### src/rtl/axil_to_wb.sv
// axil_to_wb: AXI4-Lite slave to Wishbone classic master bridge, one transaction in flight.
// Ports:
//   clk, rst                       : sole clock, synchronous active-high reset
//   s_axi_aw*, s_axi_w*, s_axi_b*  : AXI4-Lite write address, write data, write response
//   s_axi_ar*, s_axi_r*            : AXI4-Lite read address, read data
//   wb_adr/dat_w/sel/we/cyc/stb    : Wishbone classic master request
//   wb_dat_r/ack/err               : Wishbone response
module axil_to_wb #(
    parameter int TIMEOUT = 255
) (
    input  logic        clk,
    input  logic        rst,
    input  logic [31:0] s_axi_awaddr,
    input  logic        s_axi_awvalid,
    output logic        s_axi_awready,
    input  logic [31:0] s_axi_wdata,
    input  logic [3:0]  s_axi_wstrb,
    input  logic        s_axi_wvalid,
    output logic        s_axi_wready,
    output logic [1:0]  s_axi_bresp,
    output logic        s_axi_bvalid,
    input  logic        s_axi_bready,
    input  logic [31:0] s_axi_araddr,
    input  logic        s_axi_arvalid,
    output logic        s_axi_arready,
    output logic [31:0] s_axi_rdata,
    output logic [1:0]  s_axi_rresp,
    output logic        s_axi_rvalid,
    input  logic        s_axi_rready,
    output logic [31:0] wb_adr,
    output logic [31:0] wb_dat_w,
    output logic [3:0]  wb_sel,
    output logic        wb_we,
    output logic        wb_cyc,
    output logic        wb_stb,
    input  logic [31:0] wb_dat_r,
    input  logic        wb_ack,
    input  logic        wb_err
);
    typedef enum logic [2:0] {IDLE, WB_WR, WB_RD, B_RESP, R_RESP} state_t;
    state_t      state, state_next;
    logic        aw_held, w_held, ar_held, last_wr;
    logic [31:0] aw_addr, w_data, ar_addr;
    logic [3:0]  w_strb;
    logic [15:0] cnt;
    logic        in_wb, contend, go_wr, go_rd, done;
    logic [1:0]  resp;

    assign s_axi_awready = !rst && state == IDLE && !aw_held;
    assign s_axi_wready  = !rst && state == IDLE && !w_held;
    assign s_axi_arready = !rst && state == IDLE && !ar_held;
    assign wb_stb        = wb_cyc;

    // Grant history only moves on contested grants, so a lone request never
    // costs the other type its turn the next time both are pending.
    always_comb begin
        in_wb      = state == WB_WR || state == WB_RD;
        contend    = state == IDLE && aw_held && w_held && ar_held;
        go_wr      = state == IDLE && aw_held && w_held && !(ar_held && last_wr);
        go_rd      = state == IDLE && ar_held && !go_wr;
        done       = in_wb && (wb_ack || wb_err || cnt == 16'(TIMEOUT - 1));
        resp       = (wb_ack && !wb_err) ? 2'b00 : 2'b10;
        state_next = state;
        case (state)
            IDLE:    state_next = go_wr ? WB_WR : go_rd ? WB_RD : IDLE;
            WB_WR:   state_next = done ? B_RESP : WB_WR;
            WB_RD:   state_next = done ? R_RESP : WB_RD;
            B_RESP:  state_next = s_axi_bready ? IDLE : B_RESP;
            R_RESP:  state_next = s_axi_rready ? IDLE : R_RESP;
            default: state_next = IDLE;
        endcase
    end

    always_ff @(posedge clk) begin
        if (rst) state <= IDLE;
        else     state <= state_next;
    end

    always_ff @(posedge clk) begin
        if (rst) begin
            aw_held      <= 1'b0;
            w_held       <= 1'b0;
            ar_held      <= 1'b0;
            last_wr      <= 1'b0;
            aw_addr      <= '0;
            w_data       <= '0;
            w_strb       <= '0;
            ar_addr      <= '0;
            cnt          <= '0;
            wb_cyc       <= 1'b0;
            wb_we        <= 1'b0;
            wb_adr       <= '0;
            wb_dat_w     <= '0;
            wb_sel       <= '0;
            s_axi_bvalid <= 1'b0;
            s_axi_bresp  <= 2'b00;
            s_axi_rvalid <= 1'b0;
            s_axi_rresp  <= 2'b00;
            s_axi_rdata  <= '0;
        end else begin
            if (s_axi_awvalid && s_axi_awready) begin
                aw_held <= 1'b1;
                aw_addr <= s_axi_awaddr;
            end
            if (s_axi_wvalid && s_axi_wready) begin
                w_held <= 1'b1;
                w_data <= s_axi_wdata;
                w_strb <= s_axi_wstrb;
            end
            if (s_axi_arvalid && s_axi_arready) begin
                ar_held <= 1'b1;
                ar_addr <= s_axi_araddr;
            end
            if (contend) last_wr <= go_wr;
            if (go_wr || go_rd) begin
                wb_cyc   <= 1'b1;
                wb_we    <= go_wr;
                wb_adr   <= go_wr ? aw_addr : ar_addr;
                wb_dat_w <= go_wr ? w_data : '0;
                wb_sel   <= go_wr ? w_strb : 4'hF;
                cnt      <= '0;
            end else if (in_wb) begin
                cnt <= cnt + 16'd1;
            end
            if (done) begin
                wb_cyc   <= 1'b0;
                wb_we    <= 1'b0;
                wb_adr   <= '0;
                wb_dat_w <= '0;
                wb_sel   <= '0;
                if (state == WB_WR) begin
                    s_axi_bvalid <= 1'b1;
                    s_axi_bresp  <= resp;
                end else begin
                    s_axi_rvalid <= 1'b1;
                    s_axi_rresp  <= resp;
                    s_axi_rdata  <= resp == 2'b00 ? wb_dat_r : '0;
                end
            end
            if (s_axi_bvalid && s_axi_bready) begin
                s_axi_bvalid <= 1'b0;
                aw_held      <= 1'b0;
                w_held       <= 1'b0;
            end
            if (s_axi_rvalid && s_axi_rready) begin
                s_axi_rvalid <= 1'b0;
                ar_held      <= 1'b0;
            end
        end
    end
endmodule

### config.mk
export PLATFORM = sky130hd
export DESIGN_NAME = axil_to_wb
export DESIGN_NICKNAME = d
export VERILOG_FILES = /design/src/rtl/axil_to_wb.sv
export SDC_FILE = /design/constraint.sdc
export NUM_CORES = 1
export LEC_CHECK = 0
export ABC_AREA = 1
export BUFFER_PORTS_ARGS = -buffer_cell sky130_fd_sc_hd__buf_2
export CAP_MARGIN = 20
export CORE_MARGIN = 8
export CORE_UTILIZATION = 47
export DETAILED_ROUTE_END_ITERATION = 8
export GPL_ROUTABILITY_DRIVEN = 0
export GPL_TIMING_DRIVEN = 0
export PLACE_DENSITY = 0.76
export SYNTH_ARGS = -nofsm -noshare
export SYNTH_HDL_FRONTEND = slang
export SYNTH_SLANG_ARGS = --single-unit
### constraint.sdc
create_clock -name clk -period 1.3 [get_ports clk]
set_input_delay 0.26 -clock clk [delete_from_list [all_inputs] [get_ports clk]]
set_output_delay 0.26 -clock clk [all_outputs]
set_load 0.01 [all_outputs]
==> results.py <==
metrics = {
    "setup_path": {
        "startpoint": "state[2]$_SDFF_PP0_",
        "r2r-end": "ar_addr[21]$_SDFFE_PP0P_",
        "crit_path_max_fanout": 8,
        "rr_startpoint": "state[2]$_SDFF_PP0_",
        "endpoint_kind": "flop",
        "r2r_slack_ns": -0.55,
        "cp-start-kind": "flop",
        "crit_end": "ar_addr[21]$_SDFFE_PP0P_",
        "arrival_ns": 2.23,
        "path_class": "flop to flop",
        "cp.required_ns": 1.68,
        "reg2regPathDepth": 11,
    },
    "clocking": {
        "cts_buffer_depth": 3,
        "numCtsBuffers": 25,
        "htreeDepth": 1,
        "clock_sinks": 229,
        "cts_tree": "yes",
        "clkLatencyLatePin_ns": 0.52,
        "cts_root_buf": "clkbuf_16",
        "path_clk_slew_ns": 0.06,
    },
    "floorplanning": {
        "core_area_um2": 19330,
        "ios": 253,
        "die_h_um": 156.1,
        "start_util": 0.4771,
        "num_rows": 51,
        "die_x_um": 156.1,
        "die_area_um2": 24360,
    },
    "logic_synthesis": {
        "synth.most_common_cell": "nor2_1",
        "yosys-top-cells-count": "nor2_1 (363), nand2_1 (238), dfxtp_1 (229)",
        "ys.flop_type": "dfxtp_1",
        "synth_seq_cells": 229,
        "netlist_top_cells_area": "dfxtp_1 (50%), nor2_1 (15%), nand2_1 (9.7%)",
        "yosys_warnings": 0,
        "synthesis.area_um2": 9224,
        "synthDistinctLibCells": 33,
        "synth_top_area_share": 0.4970,
        "yosys.area.top_type": "dfxtp_1",
        "syn_avg_cell_area_um2": 7.161,
        "synthArstFlopShare": 0,
        "synth_edf_count": 0,
        "seq_area_frac_synth": 0.4970,
        "synthesis.instances": 1288,
    },
    "timing": {
        "setup_violations": 256,
        "maxSlewHeadroom": 0.4448,
        "timing.final.ws_setup_ns": -0.5503,
        "rsz0062_at_grt": "yes",
        "fmax_mhz": 540.5,
        "period_share": 1.423,
        "period_minus_slack_ns": 1.850,
        "hold_viol": 0,
        "drv_slew": 0,
        "clock_skew_ns": 0.01076,
        "worst_slew_pin_slew_ns": 0.8328,
    },
    "layout": {
        "nets": 1913,
        "layout-drive-gt1-share": 0.3777,
        "fin_area_um2": 15650,
        "area_delta_synth_final_pct": 69.67,
    },
    "routing": {
        "drc_errors": 0,
        "wire_per_inst_um": 19.51,
        "vias_per_cell": 5.331,
        "via_count": 10944,
        "ant_nets": 0,
        "drt_iter0_markers": 898,
        "firstDrtPassIters": 6,
        "wl_um": 40060,
    },
    "placed_design": {
        "placed_cell_area_um2": 10970,
        "dp_slack_ns": -0.5495,
        "io_buffer_count": 250,
        "hpwl_um": 20760,
    },
    "global_routing": {
        "grt_max_degree": 14,
        "gr-usage-all-layers": 0.2748,
        "grt_pass1_vias": 10360,
        "antenna_found_initial": 2,
        "grt_overflow": 0,
        "grt_first_pass_wirelength_um": 53680,
    },
    "power_and_ir_drop": {
        "p_leak_uw": 0.007110,
        "power.density_nw_per_um2": 1185,
        "peakVddDrop_mv": 1.107,
    },
    "hold_path": {
        "worstHoldPathCells": 3,
        "hold_class": "primary input to flop",
    },
    "status": {
        "violations": "setup timing",
        "outcome": "finished, violations left",
    },
    "flow_run": {
        "drv_cap": 0,
    },
}
## cell usage in the layout (no fill, tap or decap), types with 5 or more instances in the layout
master / n
nor2_1: 280
buf_2: 249
dfxtp_1: 216
nand2_1: 214
dlygate4sd3_1: 113
inv_1: 88
o21ai_1: 77
nand3_1: 53
nand3_2: 49
nor2_2: 47
clkbuf_16: 42
nor2_4: 41
buf_4: 39
buf_8: 35
buf_6: 28
o21ai_2: 22
a21oi_1: 20
nand2_2: 18
buf_12: 16
clkbuf_1: 15
o21ai_0: 13
clkbuf_8: 12
inv_2: 10
nand2_4: 9
nand2_8: 8
dfxtp_2: 8
buf_16: 7
dfxtp_4: 5
## power by group
| part | total, µW | switching, µW | internal, µW |
|---|---|---|---|
| logic | 3680 | 1870 | 1810 |
| clock network | 7230 | 2960 | 4270 |
| registers | 7630 | 241 | 7390 |
| total | 18500 | 5070 | 13500 |
## cell families (layout without fill, tap and decap cells)
group	after synthesis	count (layout)	synth area share
AND/OR/NAND/NOR	734	736	0.3261
adder cells (fa/ha/maj)	2	2	0.002713
other	1	3	0.0004066
AO/OA/AOI/OAI	140	140	0.07745
XOR/XNOR	1	1	0.0009497
flip-flops	229	229	0.4970
buffers and inverters	181	677	0.09536
## metal layers
metal / wire length, µm / vias to the layer above / track usage
met5: 13 / - / 0
met4: 1830 / 2 / 0.1199
met3: 3813 / 169 / 0.06537
met2: 19590 / 649 / 0.4685
met1: 14810 / 5133 / 0.3239
li1: - / 4991 / -
## flip-flops by register name, indices dropped and copies added (netlist names), 3 cells and up
| name | count |
|---|---|
| cnt | 16 |
| s_axi_rdata | 32 |
| w_data | 32 |
| w_strb | 4 |
| wb_dat_w | 32 |
| wb_sel | 4 |
| ar_addr | 32 |
| aw_addr | 32 |
| state | 3 |
| wb_adr | 32 |
## cell type report
type | count | area [µm²]
clock inverters | 7 | 88.84
well taps | 265 | 331.6
diodes | 1 | 2.502
plain buffers | 73 | 904.6
flip-flops and latches | 229 | 4613
clock buffers | 37 | 730.7
repair inverters | 1 | 16.27
fillers | 1135 | 3685
multi-input cells | 881 | 4768
inverters | 107 | 451.7
repair buffers | 452 | 3742
## timing repair
action,CTS,global route
endpoints found under the hold margin,113,0
resized for setup,129,298
gates cloned,16,19
setup endpoints to repair,232,262
setup buffers,39,31
hold buffers,113,0
pin swaps,11,114
## per-stage QoR
stage,hold WS (ns),std cells,utilization,TNS [ns],power [µW]
after floorplan,0.3217,1289,-,-4.623,8998
after global placement,0.4339,1804,0.5675,-61.91,9706
after detailed placement,0.4390,1804,0.5675,-66.13,9755
after CTS,0.0005268,2013,0.7299,-49.77,17720
after global routing,0.01998,2052,0.8093,-78.78,19080
final,0.009835,2053,0.8094,-63.33,18540
## critical path: stages, from the launching register on
cell      delay [ns]
dfxtp_4         0.37
inv_4           0.05
nand2_4         0.08
clkinv_4        0.07
nand2_8         0.08
nor2_4          0.06
buf_4           0.17
nand2_8         0.11
clkinv_8        0.10
buf_8           0.14
nor2_1          0.30
nor2_1          0.17
## worst min-delay path by stage
stage / from / end
finish: s_axi_araddr[22] / ar_addr[22]$_SDFFE_PP0P_
CTS: s_axi_araddr[22] / ar_addr[22]$_SDFFE_PP0P_
floorplan: rst / state[0]$_SDFF_PP0_
global placement: s_axi_rresp[1]$_SDFFE_PP0P_ / s_axi_rresp[1]$_SDFFE_PP0P_
global route: s_axi_awaddr[1] / aw_addr[1]$_SDFFE_PP0P_
detailed placement: s_axi_rresp[1]$_SDFFE_PP0P_ / s_axi_rresp[1]$_SDFFE_PP0P_
Note: power is estimated with default switching activity, not from simulation.
